`src/rtl/saes32_round_seq.sv`:
```
// Sequencer issuing four chained saes32 ops (bs=0..3) to build one AES round output column.
// (Inv)ShiftRows is applied by choosing which state column feeds rs2 at each step.
module saes32_round_seq (
    input  logic        g_clk,
    input  logic        g_resetn,
    input  logic        req_valid,
    output logic        req_ready,
    input  logic        req_dec,
    input  logic        req_mix,
    input  logic [1:0]  req_col,
    input  logic [31:0] req_c0,
    input  logic [31:0] req_c1,
    input  logic [31:0] req_c2,
    input  logic [31:0] req_c3,
    input  logic [31:0] req_rk,
    output logic        rsp_valid,
    input  logic        rsp_ready,
    output logic [31:0] rsp_data,
    output logic        fu_valid,
    output logic        fu_op_encs,
    output logic        fu_op_encsm,
    output logic        fu_op_decs,
    output logic        fu_op_decsm,
    output logic [31:0] fu_rs1,
    output logic [31:0] fu_rs2,
    output logic [1:0]  fu_bs,
    input  logic [31:0] fu_rd,
    input  logic        fu_ready
);

    typedef enum logic [1:0] {IDLE, ISSUE, DONE} state_e;

    state_e      state_q, state_d;
    logic [1:0]  step_q, step_d;
    logic [31:0] acc_q, acc_d;
    logic        dec_q, dec_d;
    logic        mix_q, mix_d;
    logic [1:0]  col_q, col_d;
    logic [31:0] c0_q, c0_d, c1_q, c1_d, c2_q, c2_d, c3_q, c3_d;
    logic [1:0]  src_idx;
    logic [31:0] src_col;

    always_ff @(posedge g_clk or negedge g_resetn) begin
        if (!g_resetn) begin
            state_q <= IDLE;
            step_q  <= '0;
            acc_q   <= '0;
            dec_q   <= 1'b0;
            mix_q   <= 1'b0;
            col_q   <= '0;
            c0_q    <= '0;
            c1_q    <= '0;
            c2_q    <= '0;
            c3_q    <= '0;
        end else begin
            state_q <= state_d;
            step_q  <= step_d;
            acc_q   <= acc_d;
            dec_q   <= dec_d;
            mix_q   <= mix_d;
            col_q   <= col_d;
            c0_q    <= c0_d;
            c1_q    <= c1_d;
            c2_q    <= c2_d;
            c3_q    <= c3_d;
        end
    end

    always_comb begin
        state_d = state_q;
        step_d  = step_q;
        acc_d   = acc_q;
        dec_d   = dec_q;
        mix_d   = mix_q;
        col_d   = col_q;
        c0_d    = c0_q;
        c1_d    = c1_q;
        c2_d    = c2_q;
        c3_d    = c3_q;
        case (state_q)
            IDLE: begin
                if (req_valid) begin
                    dec_d   = req_dec;
                    mix_d   = req_mix;
                    col_d   = req_col;
                    c0_d    = req_c0;
                    c1_d    = req_c1;
                    c2_d    = req_c2;
                    c3_d    = req_c3;
                    acc_d   = req_rk;
                    step_d  = '0;
                    state_d = ISSUE;
                end
            end
            ISSUE: begin
                if (fu_ready) begin
                    acc_d = fu_rd;
                    if (step_q == 2'd3) begin
                        state_d = DONE;
                    end else begin
                        step_d = step_q + 2'd1;
                    end
                end
            end
            DONE: begin
                if (rsp_ready) begin
                    state_d = IDLE;
                end
            end
            default: state_d = IDLE;
        endcase
    end

    // Row r of the output column comes from column col+r (enc) or col-r (dec), mod 4.
    always_comb begin
        src_idx = dec_q ? (col_q - step_q) : (col_q + step_q);
        case (src_idx)
            2'd0:    src_col = c0_q;
            2'd1:    src_col = c1_q;
            2'd2:    src_col = c2_q;
            default: src_col = c3_q;
        endcase
    end

    always_comb begin
        req_ready   = 1'b0;
        rsp_valid   = 1'b0;
        rsp_data    = '0;
        fu_valid    = 1'b0;
        fu_op_encs  = 1'b0;
        fu_op_encsm = 1'b0;
        fu_op_decs  = 1'b0;
        fu_op_decsm = 1'b0;
        fu_rs1      = '0;
        fu_rs2      = '0;
        fu_bs       = '0;
        case (state_q)
            IDLE: req_ready = 1'b1;
            ISSUE: begin
                fu_valid    = 1'b1;
                fu_rs1      = acc_q;
                fu_rs2      = src_col;
                fu_bs       = step_q;
                fu_op_encs  = !dec_q && !mix_q;
                fu_op_encsm = !dec_q &&  mix_q;
                fu_op_decs  =  dec_q && !mix_q;
                fu_op_decsm =  dec_q &&  mix_q;
            end
            DONE: begin
                rsp_valid = 1'b1;
                rsp_data  = acc_q;
            end
            default: ;
        endcase
    end

endmodule
```
`config.mk`:
```
export PLATFORM = sky130hd
export DESIGN_NAME = saes32_round_seq
export DESIGN_NICKNAME = d
export VERILOG_FILES = /design/src/rtl/saes32_round_seq.sv
export SDC_FILE = /design/constraint.sdc
export NUM_CORES = 1
export LEC_CHECK = 0
export ABC_AREA = 0
export CELL_PAD_IN_SITES_DETAIL_PLACEMENT = 1
export CELL_PAD_IN_SITES_GLOBAL_PLACEMENT = 1
export CORE_MARGIN = 5
export CORE_UTILIZATION = 39
export CTS_CLUSTER_DIAMETER = 40
export DETAILED_ROUTE_END_ITERATION = 8
export GPL_TIMING_DRIVEN = 1
export MAX_ROUTING_LAYER = met4
export PLACE_DENSITY = 0.83
export SYNTH_ARGS = -nofsm -noshare
export SYNTH_HDL_FRONTEND = slang
export SYNTH_SLANG_ARGS = --single-unit
```
`constraint.sdc`:
```
create_clock -name g_clk -period 5.8 [get_ports g_clk]
set_clock_uncertainty 0.05 [all_clocks]
set_input_delay 1.16 -clock g_clk [delete_from_list [all_inputs] [get_ports g_clk]]
set_output_delay 1.16 -clock g_clk [all_outputs]
set_load 0.01 [all_outputs]
```
# Word-level counts from Yosys, hierarchy flattened
# Index checks and enable logic that the tools add are counted.
# totals
register_bits	168
elab_cells	61
# op_classes
n_addsub	3
n_eq_ne	10
mux	25
reduce_logical	13
# op_table
cell	count
$mux W32	5
$pmux W32 S3	1
$pmux W32 S2	1
$mux W2	9
$ne A2 B2 Y1 const B	5
$reduce_and A4 Y1	2
$mux W1	7
$eq A2 B2 Y1 const B	3
$pmux W2 S3	1
$eq A2 B1 Y1 const B	2
$logic_and A1 B1 Y1	4
$logic_not A2 Y1	2
$pmux W2 S2	1
$reduce_and A3 Y1	1
$add A2 B1 Y2 const B	1
$add A2 B2 Y2	1
$logic_not A1 Y1	2
$reduce_and A2 Y1	1
$reduce_bool A2 Y1	1
$sub A2 B2 Y2	1

# Longest topological paths before layout
# Gate-level depths: netlist of the first run.
# depth
depth_word	5
ltp_mapped	7
mapped_depth_nobuf	5

# Worst setup path before layout of the first run
# Ideal clock, no wire load.
# synth_path
path_type	register to output
startpoint	reg step_q[0]
endpoint	out fu_rs2[10]
arrival_ns	1.717
path_slack_ns	2.873
path_stages_with_launch	7
n_path_buf	2
cell_sequence	dfrtp_1 -> ha_1 -> buf_2 -> buf_1 -> mux2_2 -> nand2_1 -> mux2i_1
# synth_via
elab_chain_len	5
word_cells_on_any_way	8
classes_between	add/sub: 2; eq/ne: 2; mux: 3; reduce/logical: 1
# synth_rtl
item	line_no	rtl
start: declaration	34	logic [1:0] step_q, step_d;
start signal: assignment	57	step_q <= step_d;
$add A2 B2 Y2 or $sub A2 B2 Y2 (tied branches)	116	src_idx = dec_q ? (col_q - step_q) : (col_q + step_q);
$mux W2 *	116	
$eq A2 B2 Y1, or another cell as far along	117	case (src_idx)
$pmux W32 S3 *	117	
$mux W32 *	137	case (state_q)
end: declaration	25	output logic [31:0] fu_rs2,
# Mark *: on every way between the ends. The rest lies on a longest branch, timed or not.

# Final worst setup path of the first run
# layout_path
startpoint	reg step_q[0]
endpoint	out fu_rs2[0]
# The elaborated chain is that of the path after synthesis.

==> results of run 1 <==
critical path, cell delays in order (launching register included):
cell	delay [ps]
dfrtp_1	450
ha_1	330
mux2i_1	240
xnor2_2	140
buf_4	570
mux2i_1	370
clkdlybuf4s50_1	590
per-stage QoR:
step                hold WS [ps]  utilization
finish                       451        0.565
global route                 468        0.565
CTS                          458        0.565
detailed placement           442        0.537
global placement             433        0.537
floorplan                    424            -
cells in the final DEF, fill, tap and decap left out, types with 3 or more instances in the layout:
| master | count |
|---|---|
| and2_1 | 66 |
| buf_4 | 7 |
| bufinv_16 | 3 |
| clkbuf_16 | 17 |
| clkdlybuf4s50_1 | 304 |
| dfrtp_1 | 168 |
| inv_1 | 3 |
| inv_6 | 5 |
| mux2_2 | 202 |
| mux2_4 | 58 |
| mux2i_1 | 34 |
| nand2_1 | 65 |
| nand3_1 | 3 |
| nor2_1 | 3 |
sequential cells by signal, indices dropped and copies added, names as in the netlist:
name,cells
c3_q,32
mix_q,1
dec_q,1
c0_q,32
state_q,2
col_q,2
c2_q,32
acc_q,32
c1_q,32
step_q,2
power groups by stage:
| stage | Sequential [mW] | Combinational [mW] | Clock, mW |
|---|---|---|---|
| finish | 2.14 | 5.11 | 1.21 |
| global route | 2.22 | 5.50 | 1.30 |
| CTS | 2.14 | 5.22 | 1.25 |
| detailed placement | 2.15 | 5.18 | 0 |
| global placement | 2.12 | 5.09 | 0 |
| floorplan | 2.00 | 3.23 | 0 |
worst paths after layout:
| kind | start | end | slack [ps] | cells after the start |
|---|---|---|---|---|
| worst max-delay path | step_q[0] | fu_rs2[0] | 1470 | 6 |
| worst min-delay path | c3_q[0] | c3_q[0] | 450 | 1 |
| worst max register to register | state_q[0] | acc_q[12] | 3450 | 4 |
| worst min register to register | c3_q[0] | c3_q[0] | 450 | 1 |
| max in group asynchronous | g_resetn | acc_q[13] | 3630 | 2 |
| min in group asynchronous | g_resetn | c1_q[22] | 750 | 1 |
cell families after synthesis:
| kind of cell | Yosys count | synth area share |
|---|---|---|
| flip-flops | 168 | 0.479 |
| AND/OR/NAND/NOR | 145 | 0.0845 |
| adder cells (fa/ha/maj) | 2 | 0.00285 |
| buffers and inverters | 50 | 0.0321 |
| XOR/XNOR | 2 | 0.00200 |
| multiplexers | 294 | 0.397 |
| AO/OA/AOI/OAI | 4 | 0.00285 |
layout make-up:
class	instances	area [um2]	area share
Antenna cell	2	5.00	0.000395
Clock buffer	18	439	0.0346
Clock inverter	13	185	0.0146
Inverter	3	11.3	0.000888
Multi-Input combinational cell	447	4330	0.341
Sequential cell	168	4200	0.332
Tap cell	285	357	0.0281
Timing Repair Buffer	314	3150	0.248
metal layers:
metal  share of wire  GRT usage
met3           0.045     0.0490
met4           0.026     0.0661
met1            0.41      0.240
met2            0.52      0.351
met5               0          -
==> run_results.csv, run 1 <==
group,metric,value,unit
outcome,status,"complete, no violations",
die,rows,55,
cts,post-cts-setup-buffers,0,
final_layout,design_area,0.0127,mm2
pwr,internal_power,5.48,mW
pwr,power_frac_clock,0.143,
grt,grt_use_total,0.206,
cts,cts-buffers-inserted,17,
yosys,syn-num-nets,868,
yosys,ys.flop_type,"dfrtp_1",
pwr,power.density,668,mW/mm2
route,route.detailed.drc,0,
grt,grt_overflow,0,
grt,antenna_found_initial,2,
die,dieArea,0.0256,mm2
final_layout,fillerInstances,2279,
cts,htree_num_levels,4,
place,placed_cell_area,0.0120,mm2
worst_setup_path,crit_type,"flop to output port",
job,drv_cap,0,
yosys,ys_ff_latch,168,
sta,max_freq,231,MHz
pwr,switching_share,0.352,
hold_path,min_path_type,"flop to flop",
route,drt_pre_antenna_iters,4,
final_layout,fin_cells,1250,
sta,setup_viol,0,
yosys,seq_area_frac_synth,0.479,
route,wl,25.7,mm
die,initial_core_util,0.391,
final_layout,drive_above_1_share,0.318,
cts,clk_pin_slew,70,ps
sta,min_period,4330,ps
die,ios,306,
worst_setup_path,start_kind,"flop",
grt,grt_pass1_vias,6936,
worst_setup_path,endpoint_kind,"output port",
final_layout,areaGrowthSynthToFinish,44.4,%
worst_setup_path,path_max_fanout,32,
yosys,synth_area_per_cell,13.2,um2
sta,max_slew.worst_pin.slew,1060,ps
place,place.gp.congestion,0.811,
place,port_buffers,305,
final_layout,nNetsFinal,1154,
yosys,ys_top_cells_by_area,"dfrtp_1, mux2_2, mux2_4, and2_1, mux2i_1",
die,dieHeight,160,um
yosys,syn_area,0.00878,mm2
worst_setup_path,critPathArrivalTime,3120,ps
yosys,synth.most_common_cell,"mux2_2",
pwr,leakage,5.57,nW
route,vias_per_cell,4.92,
yosys,synth_edf_count,0,
cts,insertion_delay,410,ps
place,dp_slack,1860,ps
grt,grt_pass1_wl,40.1,mm
yosys,synth_cells,665,
cts,root_buffer,"clkbuf_16",
yosys,ys_warn_count,0,
sta,hold_viol_final,0,
pwr,switchingPower,2.98,mW
place,dp_hpwl,18.7,mm
route,routed-via-count,6154,
sta,period_share,0.746,
place,placed_cells,1217,
sta,fin_ws,1470,ps
die,dieWidth,160,um
pwr,finalPower,8.46,mW
yosys,yosysTopAreaCellShare,0.479,
yosys,synth.largest_area_cell,"dfrtp_1",
cts,clk_path_buf_depth,2,
sta,tns,0,ps
sta,finalMaxSlewViolations,0,
yosys,yosys-top-cells-count,"mux2_2, dfrtp_1, and2_1",
sta,rsz0062_at_grt,"no",
sta,relSlewSlack,0.293,
yosys,synth_cell_type_count,25,
die,core_area,0.0224,mm2
grt,grt_max_degree,98,
yosys,synthArstFlopShare,1.00,
cts,cts.hold.buffers_added,0,
cts,cts.sinks,168,
pwr,power_frac_seq,0.253,
cts,post_cts_resize_count,0,
route,avgRoutedWirePerCell,20.6,um
route,ant_nets,0,
pwr,ir_drop,0.692,mV
worst_setup_path,required,4590,ps
pwr,p_comb_frac,0.604,
cts,cts_tree,"yes",
route,first_iter_violations,196,
(Power assumes the default switching activity.)
==> inputs of run 2 (changes only) <==
--- a/config.mk
+++ b/config.mk
@@ -9,12 +9,12 @@
 export CELL_PAD_IN_SITES_DETAIL_PLACEMENT = 1
 export CELL_PAD_IN_SITES_GLOBAL_PLACEMENT = 1
 export CORE_MARGIN = 5
-export CORE_UTILIZATION = 39
+export CORE_UTILIZATION = 36
 export CTS_CLUSTER_DIAMETER = 40
 export DETAILED_ROUTE_END_ITERATION = 8
 export GPL_TIMING_DRIVEN = 1
 export MAX_ROUTING_LAYER = met4
-export PLACE_DENSITY = 0.83
+export PLACE_DENSITY = 0.77
 export SYNTH_ARGS = -nofsm -noshare
 export SYNTH_HDL_FRONTEND = slang
 export SYNTH_SLANG_ARGS = --single-unit
==> constraint.sdc (replaced) <==
create_clock -name g_clk -period 4.53 [get_ports g_clk]
set_clock_uncertainty 0.05 [all_clocks]
set_input_delay 0.906 -clock g_clk [delete_from_list [all_inputs] [get_ports g_clk]]
set_output_delay 0.906 -clock g_clk [all_outputs]
set_load 0.01 [all_outputs]
==> run_results.csv, run 2 (same netlist as run 1, synthesis figures left out) <==
group,metric,value,unit
outcome,status,"complete, no violations",
cts,post_cts_resize_count,0,
route,ant_nets,0,
cts,cts.hold.buffers_added,0,
place,dp_slack,977,ps
place,placed_cell_area,0.0122,mm2
final_layout,areaGrowthSynthToFinish,45.6,%
place,placed_cells,1262,
final_layout,fillerInstances,2461,
sta,rsz0062_at_grt,"no",
pwr,power.density,856,mW/mm2
hold_path,min_path_type,"flop to flop",
final_layout,final_core_util,0.529,
cts,cts.sinks,168,
route,drt_pre_antenna_iters,4,
final_layout,drive_above_1_share,0.321,
grt,antenna_found_initial,3,
sta,finalMaxSlewViolations,0,
pwr,switchingPower,3.88,mW
worst_setup_path,endpoint_kind,"output port",
cts,post-cts-setup-buffers,0,
sta,setup_viol,0,
die,dieArea,0.0276,mm2
sta,max_freq,248,MHz
place,dp_hpwl,19.7,mm
die,initial_core_util,0.363,
sta,relSlewSlack,0.406,
worst_setup_path,path_max_fanout,32,
sta,min_period,4030,ps
worst_setup_path,critPathArrivalTime,3070,ps
final_layout,seqCellArea,0.00420,mm2
die,rows,57,
grt,grt_overflow,0,
cts,root_buffer,"clkbuf_16",
worst_setup_path,crit_chain,"ha_1 > mux2i_1 > xnor2_2 > buf_4 > mux2i_1 > clkdlybuf4s50_1",
route,first_iter_violations,230,
cts,htree_num_levels,4,
pwr,internal_power,7.06,mW
route,route.detailed.drc,0,
sta,fin_ws,503,ps
cts,clk_path_buf_depth,2,
worst_setup_path,slowest_delay,570,ps
grt,grt_pass1_vias,7065,
place,place.gp.congestion,0.805,
worst_setup_path,required,3570,ps
cts,cts_tree,"yes",
worst_setup_path,start_kind,"flop",
pwr,switching_share,0.355,
sta,period_share,0.889,
die,core_area,0.0242,mm2
final_layout,final_cell_mix,"clkdlybuf4s50_1, mux2_2, dfrtp_1",
cts,clk_pin_slew,60,ps
worst_setup_path,crit_type,"flop to output port",
die,dieWidth,166,um
route,avgRoutedWirePerCell,20.8,um
final_layout,design_area,0.0128,mm2
cts,insertion_delay,420,ps
die,dieHeight,166,um
final_layout,final_common_cell,"clkdlybuf4s50_1",
pwr,leakage,5.59,nW
sta,max_slew.worst_pin.slew,891,ps
job,drv_cap,0,
sta,tns,0,ps
worst_setup_path,critPathSlowestCell,"clkdlybuf4s50_1",
grt,grt_max_degree,91,
pwr,p_comb_frac,0.611,
pwr,power_frac_clock,0.139,
grt,grt_pass1_wl,42.1,mm
pwr,ir_drop,0.807,mV
final_layout,fin_cells,1296,
place,port_buffers,305,
route,wl,26.9,mm
worst_setup_path,path_common_cell,"mux2i_1",
route,routed-via-count,6215,
die,ios,306,
pwr,power_frac_seq,0.249,
final_layout,multi_input_comb_area,0.00433,mm2
route,vias_per_cell,4.80,
grt,grt_use_total,0.200,
cts,cts-buffers-inserted,17,
final_layout,nNetsFinal,1160,
sta,hold_viol_final,0,
==> run 2: changes by cell type in the layout (fill, tap and decap cells not counted), moves of 2 or more <==
| cell | change |
|---|---|
| buf_12 | +2 |
| inv_6 | -3 |
| clkinvlp_4 | +2 |
| buf_4 | +4 |
==> run 2: routing by layer <==
metal / share of wire / wire [um] / vias to the layer above / track usage
li1: - / - / 2893 / -
met4: 0.011 / 289 / 0 / 0.0481
met5: 0 / 0 / - / -
met1: 0.42 / 11200 / 3177 / 0.237
met3: 0.039 / 1060 / 21 / 0.0414
met2: 0.53 / 14300 / 124 / 0.350
==> run 2: worst paths after layout <==
check	startpoint	end	slack (ps)	cells after the start
worst min register to register	c0_q[28]	c0_q[28]	450	1
worst max register to register	state_q[0]	acc_q[24]	1770	5
worst min-delay path	c0_q[28]	c0_q[28]	450	1
min in group asynchronous	g_resetn	c1_q[23]	530	1
worst max-delay path	step_q[0]	fu_rs2[12]	500	6
max in group asynchronous	g_resetn	c1_q[31]	2950	2
==> run 2: metrics by stage <==
step	total power, mW	hold WS (ps)
finish	10.9	451
floorplan	6.69	424
detailed placement	9.50	439
CTS	11.1	458
global route	11.7	468
global placement	9.39	432
==> run 2: power by group through the flow <==
stage               clock, mW  sequential, mW  combinational [mW]
finish                   1.52            2.73                6.69
detailed placement          0            2.75                6.76
floorplan                   0            2.56                4.13
global route             1.64            2.83                7.20
CTS                      1.57            2.74                6.81
global placement            0            2.72                6.67
==> run 2: worst max-delay path, delay by kind of cell (launching register included) <==
kind,cells,cell delay (ps)
flip-flops,1,460
multiplexers,2,540
adder cells (fa/ha/maj),1,350
XOR/XNOR,1,140
buffers and inverters,2,1120
==> run 2: final cells by class <==
type / count / share of cell area
inverters: 3 / 0.000881
well taps: 324 / 0.0317
repair buffers: 320 / 0.252
clock buffers: 19 / 0.0347
clock inverters: 12 / 0.0130
diodes: 3 / 0.000587
multi-input cells: 447 / 0.339
flip-flops and latches: 168 / 0.329
